## src/rtl/game_over_ctrl.sv

```systemverilog
`timescale 1ns/1ps
// game_over_ctrl: Pong match sequencer. It gates play, picks the winner, and blinks and holds
// the win screen. It then pulses game_reset and waits in IDLE for the next start.
module game_over_ctrl #(
   parameter int unsigned WIN_SCORE      = 7,
   parameter int unsigned BLINK_FRAMES   = 30,
   parameter int unsigned HOLD_FRAMES    = 600,
   parameter int unsigned LOCKOUT_FRAMES = 60,
   // must match the color codes in global_symbols.vh; both nonzero so 3'b000 is blank
   parameter logic [2:0]  PLAYER_1_COLOR = 3'b100,
   parameter logic [2:0]  PLAYER_2_COLOR = 3'b001
) (
   input  logic       clk,
   input  logic       rst_n,
   input  logic       frame_tick,
   input  logic       start,
   input  logic [3:0] score_p1,
   input  logic [3:0] score_p2,
   output logic       game_run,
   output logic       game_reset,
   output logic [2:0] winner,
   output logic [2:0] winner_latched
);

   localparam int unsigned HW = (HOLD_FRAMES  > 1) ? $clog2(HOLD_FRAMES)  : 1;
   localparam int unsigned BW = (BLINK_FRAMES > 1) ? $clog2(BLINK_FRAMES) : 1;
   localparam logic [HW-1:0] HOLD_LAST  = HW'(HOLD_FRAMES - 1);
   localparam logic [BW-1:0] BLINK_LAST = BW'(BLINK_FRAMES - 1);

   typedef enum logic [1:0] {S_IDLE, S_PLAY, S_SHOW, S_CLEAR} state_t;

   state_t        state_q, state_d;
   logic [HW-1:0] hold_cnt_q, hold_cnt_d;
   logic [BW-1:0] blink_cnt_q, blink_cnt_d;
   logic          blink_on_q, blink_on_d;
   logic [2:0]    latched_q, latched_d;
   logic [2:0]    winner_q, winner_d;
   logic          game_run_q, game_run_d;
   logic          game_reset_q, game_reset_d;
   logic          hold_done, start_ok;

   assign hold_done = frame_tick && (hold_cnt_q == HOLD_LAST);
   assign start_ok  = start && (32'(hold_cnt_q) >= LOCKOUT_FRAMES);

   always_comb begin
      state_d     = state_q;
      hold_cnt_d  = hold_cnt_q;
      blink_cnt_d = blink_cnt_q;
      blink_on_d  = blink_on_q;
      latched_d   = latched_q;
      case (state_q)
         S_IDLE: if (start) state_d = S_PLAY;
         S_PLAY: begin
            // fixed priority: P1 wins a same-cycle tie
            if (32'(score_p1) >= WIN_SCORE) begin
               state_d   = S_SHOW;
               latched_d = PLAYER_1_COLOR;
            end else if (32'(score_p2) >= WIN_SCORE) begin
               state_d   = S_SHOW;
               latched_d = PLAYER_2_COLOR;
            end
         end
         S_SHOW: begin
            if (hold_done || start_ok) begin
               state_d = S_CLEAR;
            end else if (frame_tick) begin
               if (hold_cnt_q != HOLD_LAST) hold_cnt_d = hold_cnt_q + 1'b1;
               if (blink_cnt_q == BLINK_LAST) begin
                  blink_cnt_d = '0;
                  blink_on_d  = ~blink_on_q;
               end else begin
                  blink_cnt_d = blink_cnt_q + 1'b1;
               end
            end
         end
         S_CLEAR: state_d = S_IDLE;
         default: state_d = S_IDLE;
      endcase

      // fresh counters with the text visible on entry; everything idle outside SHOW
      if (state_d == S_SHOW && state_q != S_SHOW) begin
         hold_cnt_d  = '0;
         blink_cnt_d = '0;
         blink_on_d  = 1'b1;
      end
      if (state_d != S_SHOW) begin
         hold_cnt_d  = '0;
         blink_cnt_d = '0;
         blink_on_d  = 1'b0;
         latched_d   = '0;
      end

      game_run_d   = (state_d == S_PLAY);
      game_reset_d = (state_d == S_CLEAR);
      winner_d     = (state_d == S_SHOW && blink_on_d) ? latched_d : 3'b000;
   end

   always_ff @(posedge clk or negedge rst_n) begin
      if (!rst_n) begin
         state_q      <= S_IDLE;
         hold_cnt_q   <= '0;
         blink_cnt_q  <= '0;
         blink_on_q   <= 1'b0;
         latched_q    <= '0;
         winner_q     <= '0;
         game_run_q   <= 1'b0;
         game_reset_q <= 1'b0;
      end else begin
         state_q      <= state_d;
         hold_cnt_q   <= hold_cnt_d;
         blink_cnt_q  <= blink_cnt_d;
         blink_on_q   <= blink_on_d;
         latched_q    <= latched_d;
         winner_q     <= winner_d;
         game_run_q   <= game_run_d;
         game_reset_q <= game_reset_d;
      end
   end

   assign game_run       = game_run_q;
   assign game_reset     = game_reset_q;
   assign winner         = winner_q;
   assign winner_latched = latched_q;

endmodule

```

## config.mk

```make
export PLATFORM = sky130hd
export DESIGN_NAME = game_over_ctrl
export DESIGN_NICKNAME = d
export VERILOG_FILES = /design/src/rtl/game_over_ctrl.sv
export SDC_FILE = /design/constraint.sdc
export NUM_CORES = 1
export LEC_CHECK = 0
export ABC_AREA = 1
export CORE_ASPECT_RATIO = 1.25
export CORE_MARGIN = 3
export CORE_UTILIZATION = 42
export DETAILED_ROUTE_END_ITERATION = 16
export GPL_TIMING_DRIVEN = 0
export PLACE_DENSITY_LB_ADDON = 0.1
export SKIP_CTS_REPAIR_TIMING = 1
export SLEW_MARGIN = 10
export SYNTH_ARGS = -nofsm -noshare
export SYNTH_HDL_FRONTEND = slang
export SYNTH_SLANG_ARGS = --single-unit
```

## constraint.sdc

```tcl
create_clock -name clk -period 4.3 [get_ports clk]
set_clock_uncertainty 0.15 [all_clocks]
set_input_delay 0.86 -clock clk [delete_from_list [all_inputs] [get_ports clk]]
set_output_delay 0.86 -clock clk [all_outputs]
set_load 0.1 [all_outputs]
```

# Word-level counts from Yosys, hierarchy flattened
# Index checks and enable logic that the tools add are counted.
# totals
input_bits	12
output_inout_bits	8
elab_cells	65
reg_bits	26
# classes
add_sub_neg	2
n_mux	28
n_lt_le_gt_ge	3
n_reduce_logical	11
n_eq_ne	12
bitwise_logic	1
# ops
operator	n
$mux W10	6
$mux W5	6
$mux W3	5
$add A10 B1 Y10 const B	1
$eq A10 B10 Y1 const B	1
$ge A10 B6 Y1 const B	1
$ne A10 B10 Y1 const B	1
$reduce_bool A3 Y1	3
$eq A2 B2 Y1 const B	4
$ge A4 B3 Y1 const B	2
$mux W2	4
$pmux W2 S4	1
$mux W1	6
$add A5 B1 Y5 const B	1
$eq A5 B5 Y1 const B	1
$eq A2 B1 Y1 const B	2
$logic_and A1 B1 Y1	4
$ne A2 B2 Y1 const B	2
$reduce_and A4 Y1	1
$ne A3 B1 Y1 const B	1
$reduce_and A3 Y1	1
$logic_not A2 Y1	1
$logic_or A1 B1 Y1	1
$not A1 Y1	1

# Logic depth before layout (Yosys ltp)
# Gate-level depths: netlist of run 1.
# logic_depth
word_depth	11
depth_mapped	12
mapped_depth_nobuf	12

# Least setup slack after synthesis of run 1
# Ideal clock, no wire load.
# synth_path
path_type	reg-to-output
start	reg latched_q[2], in the netlist winner_latched[2]
end	out winner_latched[2]
stages_incl_launch_ff	1
t_arrival_ps	898
path_buffers	0
required_ps	3290
slack_ps	2392
cell_sequence	dfrtp_1
# synth_lines
item	line_no	text
start: declaration	36	logic [2:0] latched_q, latched_d;
start signal: assignment	113	latched_q <= latched_d;
end: declaration	22	output logic [2:0] winner_latched
# No word-level cell between the ends.

# Worst setup path after layout of run 1
# layout_path
start	reg latched_q[2], in the netlist winner_latched[2]
end	out winner_latched[2]
# No word-level cell between the ends.

==> flow_summary.toml, run 1 <==
[status]
status = "completed"

[global_route]
grtUsageTotal = 0.157
grt_pass1_vias = 1242
grt_pass1_wl_mm = 5.33
overflow = 0
antenna_found_initial = 0
grt_start_max_net_pins = 27

[clock_network]
path_clk_slew_ns = 0.09
cts_buffers = 3
clock_latency_ns = 0.27
clockRootBuffer = "clkbuf_8"
cts_tree = "done"
numClockSinks = 26
clock_path_buffers = 2
htreeDepth = 1

[synth]
syn_inst = 214
ys_seq_area_frac = 0.421
yosysWarningCount = 0
synth.distinct_cells = 23
avgSynthCellArea_sq_um = 7.21
synth-seq-cells = 26
synthesis.area_sq_um = 1540
syn_nets = 230

[sta]
period_share = 0.646
rsz0062_at_grt = "no"
tightestPinTransition_ns = 0.969
relSlewSlack = 0.352
period_needed_ns = 2.78
setup_viol = 0
timing.fmax_mhz = 360
timing.setup.tns_ns = 0
hold_ws_ns = 0.356
maxSlewViolCount = 0
hold_viol_final = 0

[die]
io_pins = 20
dieArea_sq_um = 4440
fp-row-count = 24
die_y_um = 73.8
die_w_um = 60.2
start_util = 0.439
core_area_sq_um = 3510

[place]
post-place-cells = 272
io_buffers = 19
gp_congestion = 0.812
dpl.hpwl_mm = 2.21

[setup_path]
startpoint_type = "flop"
worst-setup-path-type = "reg2out"
r2r-start = "hold_cnt_q[0]$_DFFE_PN0P_"
path_buf_inv = 1
cp.arrival_ns = 1.77
crit_path_start = "winner_latched[2]$_DFF_PN0_"
crit_chain = "clkdlybuf4s50_1"
path_delay_family = "buffers and inverters"
crit_path_max_fanout = 2
crit_slowest_cell = "clkdlybuf4s50_1"
r2r_cells = 10
r2r_slack_ns = 2.52
critPathMaxStageDelay_ns = 1.13
cp-end-kind = "output pin"
critPathRequiredTime_ns = 3.29
crit_cells = 1

[power_and_ir_drop]
power_mw = 0.768
ir_drop_v = 0.000314
p_leak_nw = 0.907
p_per_area_nw_per_um2 = 419

[layout]
regArea_sq_um = 651
multi_input_area_sq_um = 706
layout.nets = 254
syn_to_final_growth_pct = 18.7
fill_cells = 345
final_cells = 276
drive_above_1_share = 0.105
fin_util = 0.522
antenna_cells = 0

[routing]
vias = 1302
initialDrtViolationCount = 35
routed-wl-met2_mm = 1.46
via_per_inst = 4.72
drc = 0
detail_route.wl_per_cell_um = 11.0
met3_length_um = 78
wl_met1_mm = 1.45
first_pass_iters = 5
drt_wl_total_mm = 3.04
ant_nets = 0
highest_layer = "met4"

[worst_hold_path]
hold_path_depth = 1
hold_path.class = "reg2reg"
hold_path.startpoint = "hold_cnt_q[0]$_DFFE_PN0P_"

[job]
max-cap-violations = 0
## final cells by class
class	instances	share of cell area
flip-flops and latches	26	0.355
clock buffers	4	0.0300
multi-input cells	145	0.385
repair buffers	19	0.101
plain buffers	3	0.0205
well taps	39	0.0266
inverters	40	0.0819
## routing by layer
metal | vias up | GRT usage
li1 | 697 | -
met1 | 588 | 0.208
met2 | 13 | 0.258
met3 | 4 | 0.0211
met4 | 0 | 0.0591
met5 | - | 0
## flip-flops by register name, summed over array words and instances (netlist names)
signal and cells:
hold_cnt_q 10, blink_cnt_q 5, winner 3, winner_latched 3, state_q 2, blink_on_q 1, game_reset 1, game_run 1
## cell usage after synthesis, drive strengths merged
| cell type | number | area, sq um |
|---|---|---|
| nand4 | 7 | 43.8 |
| xor2 | 2 | 17.5 |
| buf | 3 | 37.5 |
| o21ai | 9 | 45.0 |
| inv | 40 | 150 |
| nand2 | 64 | 245 |
| dfrtp | 26 | 651 |
| o21bai | 2 | 22.5 |
| nand3 | 10 | 67.6 |
| xnor2 | 1 | 8.76 |
| or2 | 2 | 12.5 |
| a21oi | 6 | 37.5 |
| nor2 | 38 | 155 |
| ha | 4 | 50.1 |
## kinds of logic (layout without fill, tap and decap cells)
group | Yosys count | count (layout) | share of synthesized area
flip-flops | 26 | 26 | 0.421
AO/OA/AOI/OAI | 17 | 17 | 0.0681
AND/OR/NAND/NOR | 121 | 121 | 0.340
adder cells (fa/ha/maj) | 4 | 4 | 0.0324
buffers and inverters | 43 | 66 | 0.122
XOR/XNOR | 3 | 3 | 0.0170
## power by group
part	total [mW]	internal [mW]	switching, mW
Sequential	0.303	0.278	0.0245
Clock	0.161	0.0819	0.0793
Combinational	0.304	0.0966	0.208
Total	0.768	0.457	0.312
## cells in the final DEF (no fill, tap or decap), types with 4 or more instances in the layout
| cell | count |
|---|---|
| ha_1 | 4 |
| clkbuf_8 | 4 |
| nor2_2 | 5 |
| dfrtp_1 | 26 |
| inv_1 | 37 |
| nor2_1 | 33 |
| clkdlybuf4s50_1 | 18 |
| nand4_1 | 7 |
| nand2_1 | 62 |
| o21ai_1 | 6 |
| nand3_1 | 8 |
| a21oi_1 | 4 |
## final timing paths
| path | to |
|---|---|
| setup reg to reg | blink_on_q$_DFF_PN0_ |
| setup / recovery | winner_latched[2] |
| min in group asynchronous | game_run$_DFF_PN0_ |
| hold / removal | hold_cnt_q[0]$_DFFE_PN0P_ |
| hold reg to reg | hold_cnt_q[0]$_DFFE_PN0P_ |
| max in group asynchronous | hold_cnt_q[1]$_DFFE_PN0P_ |
## per-stage QoR
stage                     worst slack [ns]  instance area, sq um
after floorplan                       2.39                  1540
after global placement                1.79                  1780
after detailed placement              1.80                  1780
after CTS                             1.52                  1840
after global routing                  1.48                  1830
final                                 1.52                  1830
(Power assumes the default switching activity.)
==> run 2: changes to the inputs <==
Clock period 4.3 ns to 2.5 ns, I/O delays scaled along.
==> results of run 2 <==
The final DEF is identical to that of run 1. Status: completed.
Main changes from that run: setup slack after placement 1.80 ns -> 0.357 ns; setup slack after layout 1.52 ns -> 0.0815 ns; hold slack 0.356 ns -> 0.0684 ns; register-to-register setup slack 2.52 ns -> 0.72 ns; total power 0.768 mW -> 1.32 mW; worst IR drop on VDD 0.000314 V -> 0.000539 V
==> run 3: changes to the inputs <==
Settings changed: MAX_ROUTING_LAYER set to met4.
==> run 3 against run 2 <==
Effect of this change:
- die area unchanged
- flip-flop and latch count unchanged
- clock-buffer cell count unchanged
- critical path type unchanged
- non-clock buffer count unchanged
- via count unchanged
- wire length unchanged
- first-iteration DRC count unchanged
==> flow_summary.toml, run 3 (synthesized netlist as in run 1, its figures left out) <==
[layout]
multi_input_area_sq_um = 706
fin_util = 0.522
regArea_sq_um = 651
final_cell_mix = "62 x nand2_1, 37 x inv_1, 33 x nor2_1"
final_cells = 276
layout_commonest_cell = "nand2_1"
largestRegisters = "hold_cnt_q x10, blink_cnt_q x5"
syn_to_final_growth_pct = 18.7
antenna_cells = 0
layout.nets = 254
fill_cells = 345
final_area_sq_um = 1830
drive_above_1_share = 0.105
regMostFlops = "hold_cnt_q"
largest_reg_flops = 10

[die]
dieArea_sq_um = 4440
fp-row-count = 24
start_util = 0.439
die_w_um = 60.2
io_pins = 20
core_area_sq_um = 3510
die_y_um = 73.8

[setup_path]
r2r_cells = 10
crit_path_start = "winner_latched[2]$_DFF_PN0_"
crit_cells = 1
crit_chain = "clkdlybuf4s50_1"
path_buf_inv = 1
cp-end-kind = "output pin"
r2r-start = "hold_cnt_q[0]$_DFFE_PN0P_"
crit_slowest_cell = "clkdlybuf4s50_1"
reg2reg_to = "blink_on_q$_DFF_PN0_"
path_delay_family = "buffers and inverters"
critPathMaxStageDelay_ns = 1.13
crit_path_max_fanout = 2
worst-setup-path-type = "reg2out"
crit_path_end = "winner_latched[2]"
r2r_slack_ns = 0.72
cp.arrival_ns = 1.77
critPathRequiredTime_ns = 1.85
startpoint_type = "flop"

[clock_network]
cts_tree = "done"
path_clk_slew_ns = 0.09
numClockSinks = 26
clock_path_buffers = 2
htreeDepth = 1
cts_buffers = 3
clockRootBuffer = "clkbuf_8"
clock_latency_ns = 0.27

[global_route]
grtUsageTotal = 0.162
overflow = 0
grt_start_max_net_pins = 27
antenna_found_initial = 0
grt_pass1_wl_mm = 5.33
grt_pass1_vias = 1242

[place]
placed_cell_area_sq_um = 1780
io_buffers = 19
dpl.hpwl_mm = 2.21
gp_congestion = 0.824
post-place-cells = 272
place_ws_ns = 0.357

[power_and_ir_drop]
p_leak_nw = 0.907
ir_drop_v = 0.000539
p_per_area_nw_per_um2 = 721
power_mw = 1.32

[routing]
first_pass_iters = 5
vias = 1302
drc = 0
initialDrtViolationCount = 35
via_per_inst = 4.72
drt_wl_total_mm = 3.04
ant_nets = 0
detail_route.wl_per_cell_um = 11.0

[job]
max-cap-violations = 0

[sta]
setup_slack_ns = 0.0815
timing.setup.tns_ns = 0
setup_viol = 0
rsz0062_at_grt = "no"
hold_viol_final = 0
period_share = 0.967
timing.fmax_mhz = 413
maxSlewViolCount = 0
period_needed_ns = 2.42
hold_ws_ns = 0.0684
tightestPinTransition_ns = 0.969
relSlewSlack = 0.352

[status]
status = "completed"

[worst_hold_path]
hold_path.class = "in2async"
-- run 3: cell counts in the layout (fill, tap and decap cells not counted) --
No cell type changed its count.
-- run 3: worst register-to-register path, stage by stage (launching register included) --
cell     delay, ns
dfrtp_1       0.41
ha_1          0.27
nand2_1       0.08
nor2_1        0.15
nand4_1       0.12
nand2_2       0.12
nand2_1       0.15
nand3_1       0.11
inv_1         0.04
nand2_1       0.05
inv_1         0.03
-- run 3: worst min-delay path by stage --
| stage | from | endpoint | slack, ns | depth (start not counted) |
|---|---|---|---|---|
| floorplan | rst_n | blink_cnt_q[0]$_DFFE_PN0P_ | 0.05 | 0 |
| global route | rst_n | hold_cnt_q[9]$_DFFE_PN0P_ | 0.11 | 1 |
| finish | rst_n | game_run$_DFF_PN0_ | 0.07 | 1 |
| CTS | hold_cnt_q[0]$_DFFE_PN0P_ | hold_cnt_q[0]$_DFFE_PN0P_ | 0.36 | 1 |
| global placement | hold_cnt_q[0]$_DFFE_PN0P_ | hold_cnt_q[0]$_DFFE_PN0P_ | 0.34 | 1 |
| detailed placement | hold_cnt_q[0]$_DFFE_PN0P_ | hold_cnt_q[0]$_DFFE_PN0P_ | 0.34 | 1 |
-- run 3: final cells by class --
cell class / count / area share
sequential: 26 / 0.355
clock buffer: 4 / 0.0300
tap: 39 / 0.0266
inverter: 40 / 0.0819
timing repair buffer: 19 / 0.101
multi-input combinational: 145 / 0.385
buffer: 3 / 0.0205
-- run 3: power breakdown --
part / internal (mW) / total [mW] / switching [mW]
registers: 0.478 / 0.521 / 0.0421
clock network: 0.141 / 0.277 / 0.136
logic: 0.166 / 0.524 / 0.357
-- run 3: metal layers --
metal,share of wire,routed length (um),track usage
met1,0.48,1450,0.208
met2,0.48,1460,0.258
met3,0.026,78,0.0211
met4,0.013,41,0.0591
met5,0,0,-
